**src/rtl/countdown_timer.sv**
```systemverilog
// countdown_timer: down-counting MM:SS timer with load/start/pause control
// and an expiry flag. Counts down one second per prescaler tick while running
// and stops at 00:00.
//
// Ports:
//   clk, rst          - system clock, synchronous active-high reset
//   load              - one-cycle strobe capturing load_min/load_sec (clamped)
//   load_min/load_sec - preset time
//   start, pause      - level controls sampled each clock (pause wins)
//   min, sec          - remaining time, registered
//   running           - high while counting
//   done              - high while expired
//   done_pulse        - one-cycle strobe on entry to expired
module countdown_timer #(
   parameter int unsigned TICK_DIV  = 1,
   parameter int unsigned WIDTH     = 6,
   parameter int unsigned MAX_VALUE = 59
) (
   input  logic             clk,
   input  logic             rst,
   input  logic             load,
   input  logic [WIDTH-1:0] load_min,
   input  logic [WIDTH-1:0] load_sec,
   input  logic             start,
   input  logic             pause,
   output logic [WIDTH-1:0] min,
   output logic [WIDTH-1:0] sec,
   output logic             running,
   output logic             done,
   output logic             done_pulse
);

   localparam int unsigned PW = (TICK_DIV > 1) ? $clog2(TICK_DIV) : 1;

   typedef enum logic [1:0] {
      IDLE    = 2'd0,
      RUNNING = 2'd1,
      PAUSED  = 2'd2,
      EXPIRED = 2'd3
   } state_e;

   state_e           state_q, state_d;
   logic [WIDTH-1:0] min_q, min_d;
   logic [WIDTH-1:0] sec_q, sec_d;
   logic [PW-1:0]    presc_q, presc_d;
   logic             running_q, running_d;
   logic             done_q, done_d;
   logic             done_pulse_q, done_pulse_d;

   logic [WIDTH-1:0] clamp_min, clamp_sec;
   logic             time_zero;
   logic             tick;

   assign clamp_min = (load_min > WIDTH'(MAX_VALUE)) ? WIDTH'(MAX_VALUE) : load_min;
   assign clamp_sec = (load_sec > WIDTH'(MAX_VALUE)) ? WIDTH'(MAX_VALUE) : load_sec;
   assign time_zero = (min_q == '0) && (sec_q == '0);
   assign tick      = (presc_q == PW'(TICK_DIV - 1));

   // State register
   always_ff @(posedge clk) begin
      if (rst) begin
         state_q      <= IDLE;
         min_q        <= '0;
         sec_q        <= '0;
         presc_q      <= '0;
         running_q    <= 1'b0;
         done_q       <= 1'b0;
         done_pulse_q <= 1'b0;
      end else begin
         state_q      <= state_d;
         min_q        <= min_d;
         sec_q        <= sec_d;
         presc_q      <= presc_d;
         running_q    <= running_d;
         done_q       <= done_d;
         done_pulse_q <= done_pulse_d;
      end
   end

   // Next-state, time and output logic
   always_comb begin
      state_d      = state_q;
      min_d        = min_q;
      sec_d        = sec_q;
      presc_d      = presc_q;
      done_pulse_d = 1'b0;

      unique case (state_q)
         IDLE, PAUSED: begin
            if (load) begin
               min_d   = clamp_min;
               sec_d   = clamp_sec;
               presc_d = '0;
               state_d = IDLE;
            end else if (pause) begin
               state_d = state_q;
            end else if (start && !time_zero) begin
               state_d = RUNNING;
            end
         end
         RUNNING: begin
            // A pausing edge does not advance the prescaler; its value is kept.
            if (pause) begin
               state_d = PAUSED;
            end else if (tick) begin
               presc_d = '0;
               if (sec_q != '0) begin
                  sec_d = sec_q - WIDTH'(1);
               end else begin
                  sec_d = WIDTH'(MAX_VALUE);
                  min_d = min_q - WIDTH'(1);
               end
               // Only 00:01 can reach 00:00 on a tick.
               if ((min_q == '0) && (sec_q == WIDTH'(1))) begin
                  state_d      = EXPIRED;
                  done_pulse_d = 1'b1;
               end
            end else begin
               presc_d = presc_q + PW'(1);
            end
         end
         EXPIRED: begin
            if (load) begin
               min_d   = clamp_min;
               sec_d   = clamp_sec;
               presc_d = '0;
               state_d = IDLE;
            end
         end
         default: state_d = IDLE;
      endcase

      running_d = (state_d == RUNNING);
      done_d    = (state_d == EXPIRED);
   end

   assign min        = min_q;
   assign sec        = sec_q;
   assign running    = running_q;
   assign done       = done_q;
   assign done_pulse = done_pulse_q;

endmodule
```
**config.mk**
```make
export PLATFORM = sky130hd
export DESIGN_NAME = countdown_timer
export DESIGN_NICKNAME = d
export VERILOG_FILES = /design/src/rtl/countdown_timer.sv
export SDC_FILE = /design/constraint.sdc
export NUM_CORES = 1
export LEC_CHECK = 0
export BUFFER_PORTS_ARGS = -buffer_cell sky130_fd_sc_hd__buf_2
export CORE_MARGIN = 3
export CORE_UTILIZATION = 50
export DETAILED_ROUTE_END_ITERATION = 8
export HOLD_SLACK_MARGIN = 0.02
export PLACE_DENSITY = 0.77
export SETUP_SLACK_MARGIN = 0.15
export SYNTH_ARGS = -nofsm -noshare
export SYNTH_HDL_FRONTEND = slang
export SYNTH_SLANG_ARGS = --single-unit
export TNS_END_PERCENT = 5
```
**constraint.sdc**
```tcl
create_clock -name clk -period 2.1 [get_ports clk]
set_input_delay 0.21 -clock clk [delete_from_list [all_inputs] [get_ports clk]]
set_output_delay 0.21 -clock clk [all_outputs]
set_load 0.005 [all_outputs]
```
==> flow_summary.json <==
{
  "async_flop_share": 0,
  "crit_type": "flop to flop",
  "num_rows": 15,
  "cts_buffer_depth": 2,
  "yosysTopAreaCellShare": 0.3269,
  "drv_cap": 0,
  "status": "finished clean",
  "start_kind": "flop",
  "cp_cell_sequence": "nor3b_2 > nand3_2 > or4_1 > a31oi_1",
  "arrival_ps": 2030,
  "final_cell_mix": "31 x buf_2, 17 x dfxtp_1, 12 x nand2_1",
  "finalNetCount": 183,
  "ff_latch_area_um2": 340.3,
  "slew_viol_final": 0,
  "multiInputGateArea_um2": 676.9,
  "area_growth_pct": 22.48,
  "whs_path_depth": 3,
  "die_x_um": 51.63,
  "utilization": 0.6932,
  "core_area_mm2": 0.001839,
  "cp.buffers_inverters": 0,
  "root_buffer": "clkbuf_4",
  "synth_top_area_cell": "dfxtp_1",
  "grt_max_degree": 13,
  "worst-path-max-fanout": 7,
  "dieHeight_um": 51.63,
  "path_depth": 4,
  "antenna_found_initial": 0,
  "drive_gt1_frac": 0.2795,
  "gp_congestion": 0.8653,
  "tns_ps": 0,
  "syn_area_per_cell_um2": 8.133,
  "hold_viol_final": 0,
  "ios": 32,
  "power.density_mw_per_mm2": 601.2,
  "synth-edff-count": 0,
  "worst_pin_slew_ps": 493.7,
  "initial_core_util": 0.5660,
  "reg2reg_from": "state_q[0]$_SDFF_PP0_",
  "clock-sinks": 17,
  "die_area_mm2": 0.002666,
  "portBuffers": 31,
  "min_path_type": "primary input to flop",
  "p_int_mw": 0.5084,
  "ys_warn_count": 0,
  "rsz0062_at_grt": "no",
  "relSlewSlack": 0.6709,
  "combPwrFrac": 0.270,
  "crit_family": "simple AND/OR/NAND/NOR gates",
  "startpoint": "state_q[0]$_SDFF_PP0_",
  "clock.fmax_mhz": 557.8,
  "first_pass_iters": 4,
  "hold_start": "load_min[5]",
  "grt_pass1_wl_um": 4629,
  "ant_nets": 0,
  "wirelength_um": 2835,
  "post-route-period-util": 0.8536,
  "fillers": 169,
  "p_sw_mw": 0.2581,
  "cts_tree": "built",
  "viasPerCell": 6.183,
  "ys_types": 44,
  "hpwlAfterDp_um": 2125,
  "yosysSeqAreaShare": 0.3269,
  "num_vias": 1150,
  "syn-cell-area_mm2": 0.001041,
  "cts_made_buffers": 3,
  "clockPowerShare": 0.241,
  "grt.total_usage": 0.2272,
  "h-tree-depth": 1,
  "clkSlewWorstSetupHoldPaths_ps": 110,
  "synth_cells": 128,
  "swShare": 0.3367,
  "remaining_drc_errors": 0,
  "p_seq_frac": 0.489,
  "finalClockSkew_ps": 9.668,
  "postPlaceCellArea_mm2": 0.001226,
  "setup_viol": 0,
  "fin_area_mm2": 0.001275,
  "peakVddDrop_v": 0.0004348,
  "cp_data_required_time_ps": 2340,
  "synth_nets": 149,
  "max_stage_delay_ps": 510,
  "grt_pass1_vias": 1075,
  "worst_r2r_path_depth": 4,
  "mostFrequentLayoutCell": "buf_2",
  "p_leak_nw": 0.5380,
  "grt-ovfl-total": 0,
  "synth-seq-cells": 17,
  "clk_latency_ps": 300,
  "synth_flop_cell": "dfxtp_1",
  "period_needed_ps": 1793,
  "slowest_stage": "or4_1",
  "first_iter_violations": 37,
  "cp-end-kind": "flop",
  "cts_setup_buffers": 0,
  "antennaDiodeCount": 0,
  "wl_per_cell_um": 15.24,
  "netlist_top_cells_area": "dfxtp_1 33%, ha_1 4.8%, a21oi_1 4.3%"
}
-- metrics by stage --
step	hold WS [ps]	worst slack, ps	power (mW)	std cells
6_report	187.8	307.4	0.7665	186
5_1_grt	207.3	230.6	0.8138	186
4_1_cts	181.0	150.7	0.7566	186
3_5_place_dp	484.3	122.5	0.5757	182
2_1_floorplan	340.7	273.3	0.4997	128
3_3_place_gp	473.0	196.2	0.5708	182
-- synth_stat cells, types with 2 or more instances --
cell type and number:
a211oi_1 2, nand4_1 3, nand2_1 12, or4_1 3
o211ai_1 2, ha_1 4, clkbuf_1 3, and2_1 2
nand2b_1 3, nor4_1 2, o21ai_0 5, a21o_1 3
dfxtp_1 17, nand3_1 2, nand3b_1 2, o221ai_1 2
a221o_1 2, nor3_1 4, a21oi_1 9, a32oi_1 2
nor2b_1 2, inv_1 7, a31oi_1 4, nor2_1 11
-- worst reg2reg max path, stage by stage, from the launching register on --
cell	delay, ps
dfxtp_1	460
nor3b_2	380
nand3_2	200
or4_1	520
a31oi_1	180
-- sequential cells by signal, indices dropped and copies added (netlist names) --
| name | count |
|---|---|
| done | 1 |
| done_pulse | 1 |
| min | 6 |
| running | 1 |
| sec | 6 |
| state_q | 2 |
-- cell families (layout without fill, tap and decap cells) --
group           Yosys count  count (layout)  synth area share
fa+ha+maj                 4               4           0.04808
mux                       1               1          0.009616
flops                    17              17            0.3269
compound gates           40              40            0.2692
simple gates             55              55            0.3053
buf+inv                  11              44           0.04086
-- power by group through the flow --
stage          Sequential [mW]  Combinational [mW]  Clock [mW]
2_1_floorplan            0.375               0.125           0
3_3_place_gp             0.378               0.192           0
3_5_place_dp             0.380               0.195           0
4_1_cts                  0.373               0.197       0.187
5_1_grt                  0.378               0.230       0.206
6_report                 0.375               0.207       0.184
-- worst paths after layout --
path                                            end  slack, ps
worst min-delay path            min[5]$_SDFFE_PP0P_        190
worst max register to register  min[5]$_SDFFE_PP0P_        310
worst max-delay path            min[5]$_SDFFE_PP0P_        310
worst min register to register  sec[1]$_SDFFE_PP0P_        500
-- per-layer routing --
layer | track usage | part of all wire | up-vias
met5 | 0 | 0 | -
met4 | 0.08734 | 0.018 | 0
met3 | 0.03725 | 0.073 | 8
met2 | 0.3835 | 0.44 | 54
met1 | 0.2875 | 0.47 | 529
li1 | - | - | 559
-- repair_timing --
item                                    CTS  global route
hold buffers                              0             0
cloned                                    0             0
endpoints found under the setup margin    1             3
pin swaps                                 0             0
resized for setup                         1             4
hold endpoints to repair                  0             0
-- area by class of cell --
cell class              count  area share
well taps                  25     0.02453
clock inverters             1    0.005888
multi-input cells         100      0.5309
flip-flops and latches     17      0.2669
inverters                   7     0.02061
clock buffers               3     0.01766
repair buffers             33      0.1335
Note: power is estimated with default switching activity, not from simulation.
